<file path="src/rtl/sign_narrow_tx.sv">
// sign_narrow_tx: splits 32-bit words into a 16-bit halfword stream.
// A word that survives 16->32 sign extension unchanged goes out as one
// beat tagged out_ext=1. Any other word goes out as two beats, high half
// first. Bit 0 is the MSB on every bus.
// Optional feature macro: SIGN_NARROW_STATS_EN adds saturating
// cnt_short / cnt_long word counters.
module sign_narrow_tx (
  input  logic        clk,
  input  logic        rst,
  input  logic        in_valid,
  output logic        in_ready,
  input  logic [0:31] in_data,
  output logic        out_valid,
  input  logic        out_ready,
  output logic [0:15] out_data,
  output logic        out_ext,
  output logic        out_last
`ifdef SIGN_NARROW_STATS_EN
  ,
  output logic [0:15] cnt_short,
  output logic [0:15] cnt_long
`endif
);

  typedef enum logic [1:0] {
    ST_EMPTY,
    ST_SHORT,
    ST_HI,
    ST_LO
  } state_t;

  state_t      state;
  state_t      state_nxt;
  logic [0:31] hold;
  logic        accept;
  logic        in_short;

  // A word is short when its top 17 bits are all copies of the sign bit.
  assign in_short = (in_data[0:16] == 17'h00000) || (in_data[0:16] == 17'h1ffff);
  assign accept   = in_valid && in_ready;

  // Space opens up when idle, or when the final beat leaves this cycle.
  always_comb begin
    in_ready = 1'b0;
    if (!rst) begin
      if (state == ST_EMPTY)
        in_ready = 1'b1;
      else if ((state == ST_SHORT || state == ST_LO) && out_ready)
        in_ready = 1'b1;
    end
  end

  // Next-state selection; a new word can replace the final beat with no bubble.
  always_comb begin
    state_nxt = state;
    case (state)
      ST_EMPTY: begin
        if (accept)
          state_nxt = in_short ? ST_SHORT : ST_HI;
      end
      ST_SHORT, ST_LO: begin
        if (out_ready) begin
          if (accept)
            state_nxt = in_short ? ST_SHORT : ST_HI;
          else
            state_nxt = ST_EMPTY;
        end
      end
      ST_HI: begin
        if (out_ready)
          state_nxt = ST_LO;
      end
      default: state_nxt = ST_EMPTY;
    endcase
  end

  // Beat presentation; everything is driven to zero while idle.
  always_comb begin
    out_valid = 1'b0;
    out_data  = 16'h0000;
    out_ext   = 1'b0;
    out_last  = 1'b0;
    case (state)
      ST_SHORT: begin
        out_valid = 1'b1;
        out_data  = hold[16:31];
        out_ext   = 1'b1;
        out_last  = 1'b1;
      end
      ST_HI: begin
        out_valid = 1'b1;
        out_data  = hold[0:15];
      end
      ST_LO: begin
        out_valid = 1'b1;
        out_data  = hold[16:31];
        out_last  = 1'b1;
      end
      default: begin
        out_valid = 1'b0;
      end
    endcase
  end

  // State register; reset discards any word in flight, even between beats.
  always_ff @(posedge clk) begin
    if (rst)
      state <= ST_EMPTY;
    else
      state <= state_nxt;
  end

  // Holding register captures the word only on an accepted handshake.
  always_ff @(posedge clk) begin
    if (rst)
      hold <= 32'h00000000;
    else if (accept)
      hold <= in_data;
  end

`ifdef SIGN_NARROW_STATS_EN
  // Saturating per-class word counters, bumped on the accept cycle.
  always_ff @(posedge clk) begin
    if (rst) begin
      cnt_short <= 16'h0000;
      cnt_long  <= 16'h0000;
    end else if (accept) begin
      if (in_short) begin
        if (cnt_short != 16'hffff)
          cnt_short <= cnt_short + 16'h0001;
      end else begin
        if (cnt_long != 16'hffff)
          cnt_long <= cnt_long + 16'h0001;
      end
    end
  end
`endif

endmodule

</file>
<file path="config.mk">
export PLATFORM = sky130hd
export DESIGN_NAME = sign_narrow_tx
export DESIGN_NICKNAME = d
export VERILOG_FILES = /design/src/rtl/sign_narrow_tx.sv
export SDC_FILE = /design/constraint.sdc
export NUM_CORES = 1
export LEC_CHECK = 0
export ABC_AREA = 1
export ABC_CLOCK_PERIOD_IN_PS = 3750
export BUFFER_PORTS_ARGS = -buffer_cell sky130_fd_sc_hd__buf_2
export CAP_MARGIN = 20
export CORE_ASPECT_RATIO = 0.9
export CORE_UTILIZATION = 25
export CTS_BUF_LIST = sky130_fd_sc_hd__clkbuf_4 sky130_fd_sc_hd__clkbuf_8
export CTS_CLUSTER_SIZE = 12
export DETAILED_ROUTE_END_ITERATION = 10
export GPL_TIMING_DRIVEN = 0
export SYNTH_ARGS = -nofsm -noshare
export SYNTH_HDL_FRONTEND = slang
export SYNTH_SLANG_ARGS = --single-unit
</file>
<file path="constraint.sdc">
create_clock -name clk -period 3.75 [get_ports clk]
set_clock_uncertainty 0.2 [all_clocks]
set_input_delay 0.1875 -clock clk [delete_from_list [all_inputs] [get_ports clk]]
set_output_delay 0.1875 -clock clk [all_outputs]
set_load 0.02 [all_outputs]
</file>
=== Yosys cells after proc, flatten, opt, wreduce, memory -nomap -nowiden ===
Index checks and enable logic that the tools add are counted.

* Register bits after elaboration: 34
* Bits of input ports: 36
* Output and inout bits: 20
* Word-level logic and storage cells: 31

* Equality and inequality tests: 7
* Muxes and demuxes: 13
* Reductions and logical operators: 9

{| class="wikitable"
|+ Operators with widths
! kind !! count
|-
| one-hot mux 16 bit (2 select lines) || 1
|-
| equality test 17 bit, second input constant || 1
|-
| logical NOT 17 bit || 1
|-
| 2-to-1 mux 2 bit || 5
|-
| 2-to-1 mux 1 bit || 6
|-
| one-hot mux 2 bit (3 select lines) || 1
|-
| equality test 2 bit, second input constant || 2
|-
| != test 2 bit, second input constant || 2
|-
| AND reduction 3 bit || 1
|-
| OR reduction 3 bit || 1
|-
| equality test 2 x 1 -> 1 bit, second input constant || 1
|-
| logical AND 1 bit || 2
|-
| logical NOT 2 bit || 1
|-
| logical OR 1 bit || 2
|-
| != test 2 x 1 -> 1 bit, second input constant || 1
|-
| OR reduction 2 bit || 1
|}

=== Logic depth before layout (Yosys ltp) ===
* Word-level depth: 10
* Depth in mapped cells: 9
* Gate-level depth less buffers: 8

=== Least setup slack after synthesis ===
OpenSTA, ideal clock, no wires.

* Path type: flip-flop to output port
* Start point: register state[0]
* End point: output port out_data[0] in the netlist's numbering
* Arrival: 1.171 ns
* Required time: 3.362 ns
* Slack: 2.191 ns
* Stages on the path, launching flop included: 7
* Path buffers: 2
* Path through: dfxtp_1 > buf_6 > inv_4 > nand2_2 > inv_1 > buf_2 > a22o_1

* Longest elaborated chain between the ends: 3
* Elaborated cells between the ends (all ways): 5
* Classes of those cells: 3 x eq/ne; 1 x mux; 1 x reduce/logical

{| class="wikitable"
|+ Ends and longest elaborated chain
! item !! RTL line !! RTL
|-
| start: declaration || 32 || <nowiki>state_t state;</nowiki>
|-
| start signal: assignment || 110 || <nowiki>state <= state_nxt;</nowiki>
|-
| equality test 2 x 1 -> 1 bit / equality test 2 bit (equally long branches) || 83 || <nowiki>case (state)</nowiki>
|-
| OR reduction 2 bit (no line) || -- ||
|-
| one-hot mux 16 bit (2 select lines) * || 83 ||
|-
| end: declaration || 15 || <nowiki>output logic [0:15] out_data,</nowiki>
|}

Mark *: on every way between the ends. The rest lies on a longest branch, timed or not.

=== Worst setup path after layout ===
Ends and elaborated chain as after synthesis.

==> impl_metrics.yaml <==
yosys:
  synth_fa_ha_area_share_pct: 0
  yosysSeqAreaShare_pct: 42.2
  synth_top_family_by_area: "simple AND/OR/NAND/NOR gates"
  synthFlopType: "dfxtp_1"
  netlist_instances: 209
  synth_area_um2: 1610
  synth_xor_area_share_pct: 0
  synth_compound_gate_area_share_pct: 22.2
  synth_top_area_share_pct: 42.2
  yosys.area.top_type: "dfxtp_1"
  yosys-top-cells-area: "dfxtp_1, nand2_1, a22o_1"
  synth_common_cells: "nand2_1, dfxtp_1, a21oi_1, a22o_1, nor2_1"
  postSynthAreaPerCell_um2: 7.72
  synth-warning-count: 0
  synth_fp_nets: 245
  synth_mux_area_share_pct: 0
  ys_types: 20
  synth-async-reset-ratio_pct: 0
  synthSimpleGateAreaFrac_pct: 28.0
  yosysMostFrequentCell: "nand2_1"
  ys_ff_latch: 34
  synth_edf_count: 0
detailed_routing:
  drt_iter0_drc: 87
  antenna_left: 0
  first_pass_iters: 4
  routedWlPerCell_um: 11.9
  drt_drc_violations_left: 0
  top_layer: "met4"
  drt-met1-wl_mm: 2.27
  dr_wl_met2_mm: 2.12
  route.met3.wl_um: 198
  wirelength_mm: 4.69
  routed_via_density: 4.34
  vias: 1709
global_routing:
  grt_usage_pct: 14.7
  grt_pass1_wl_mm: 7.58
  grt_pass1_vias: 1677
  antenna_found_initial: 0
  grt_overflow_total: 0
  grt_start_max_net_pins: 11
worst_setup_path:
  rrSetupSlack_ns: 1.72
  timing_worst_setup_path_type: "flip-flop to output pin"
  arrival_ns: 1.80
  worstPathRequired_ns: 3.36
  endpoint_kind: "output pin"
  r2r-start: "state[0]$_SDFFE_PP0P_"
  crit_start: "state[0]$_SDFFE_PP0P_"
  critical_path.max_fanout: 10
  cp-start-kind: "flip-flop"
final_layout:
  postLayoutCellArea_um2: 2450
  antenna_cells: 0
  nets: 342
  drive_gt1_share_pct: 31.9
  final_core_util_pct: 39.6
  area_growth_pct: 51.7
floorplanning:
  dieArea_um2: 6780
  ios: 56
  coreArea_um2: 6180
  die_w_um: 86.7
  fp.dieH_um: 78.2
  start_util_pct: 26.1
  row_count: 27
sta:
  rsz0062_at_grt: "false"
  finalSetupTns_ns: 0
  fmax_mhz: 457
  maxSlewViolCount: 0
  setup_viol: 0
  holdWs_ns: 0.0212
  fin_crit_sh_pct: 58.3
  final_hold_viol_count: 0
  relSlewSlack_pct: 48.0
  finalCriticalPeriod_ns: 2.19
  worst_pin_slew_ns: 0.780
placement:
  port_buffers: 54
  post-dp-hpwl_mm: 3.30
  gp_congestion: 0.754
  place_area_um2: 1990
pwr:
  p_leak_uw: 0.00105
  power.density_nw_per_um2: 341
  p_total_uw: 835
  ir_worst_vdd_mv: 0.111
clock_tree:
  ctsResizeCount: 0
  cts_tree: "yes"
  cts.clk_slew.worst_paths_ns: 0.07
  htree_levels: 2
  post_cts_buffers: 0
  cts_inserted_buffers: 5
  cts_buffer_depth: 2
  clock-root-buffer: "clkbuf_8"
  cts.sinks: 34
  clk_latency_ns: 0.29
  holdBufCountCts: 36
min_path:
  hold_path_class: "primary input to flip-flop"
  hold_path.startpoint: "out_ready"
run:
  maxCapViolCount: 0
outcome:
  status: "completed"
power by group:
group / total, µW / leakage (µW) / internal, µW / switching (µW)
Combinational: 154 / 0.000717 / 72.8 / 81.3
Sequential: 390 / 0.000278 / 380 / 10.2
Clock: 291 / 0.0000517 / 155 / 135
final timing paths:
| path | end | cells past startpoint |
|---|---|---|
| hold reg to reg | hold[2]$_SDFFE_PP0P_ | 2 |
| hold / removal | state[0]$_SDFFE_PP0P_ | 4 |
| setup reg to reg | hold[19]$_SDFFE_PP0P_ | 9 |
| setup / recovery | out_data[0] | 7 |
flip-flops by register name, indices dropped and copies added, names as in the netlist, named ones only:
| register | count |
|---|---|
| hold | 32 |
| state | 1 |
stage by stage:
stage / setup WS (ns) / std cells
floorplan: 2.19 / 209
global placement: 1.85 / 350
detailed placement: 1.87 / 350
CTS: 1.53 / 394
global route: 1.46 / 394
finish: 1.56 / 394
area by class of cell:
| cell class | count | area [µm²] |
|---|---|---|
| Tap cell | 87 | 109 |
| Multi-Input combinational cell | 154 | 810 |
| Fill cell | 657 | 3730 |
| Inverter | 7 | 33.8 |
| Sequential cell | 34 | 681 |
| Buffer | 14 | 88.8 |
| Clock inverter | 1 | 5.00 |
| Clock buffer | 7 | 90.1 |
| Timing Repair Buffer | 90 | 631 |
cell usage in the layout (no fill, tap or decap), types with 3 or more instances in the layout:
cell type / netlist / routed
nand2_2: 11 / 11
nor2_1: 15 / 15
buf_6: 4 / 4
dfxtp_1: 34 / 34
a21oi_2: 10 / 10
nand2_1: 66 / 66
a22o_1: 16 / 16
clkbuf_8: 0 / 6
inv_1: 5 / 5
clkbuf_1: 5 / 5
buf_2: 5 / 59
a21oi_1: 25 / 25
dlygate4sd3_1: 0 / 36
nand3_1: 3 / 3
cells by family (layout without fill, tap and decap cells):
| logic type | after synthesis | count (layout) |
|---|---|---|
| and+or+nand+nor | 102 | 102 |
| AOI/OAI and AO/OA | 52 | 52 |
| buffers and inverters | 21 | 119 |
| DFF | 34 | 34 |
worst max-delay path, cell delays in order (launching register included):
cell	delay (ns)
dfxtp_1	0.31
buf_6	0.14
inv_4	0.07
nand2_2	0.10
inv_1	0.25
buf_2	0.30
a22o_1	0.17
buf_2	0.16
metal layers:
layer / global-route usage, % / up-vias
met3: 2.94 / 9
met4: 6.50 / 0
met1: 18.5 / 772
met2: 24.0 / 42
met5: 0 / -
li1: - / 886
Power figures use the tool's default switching activity.
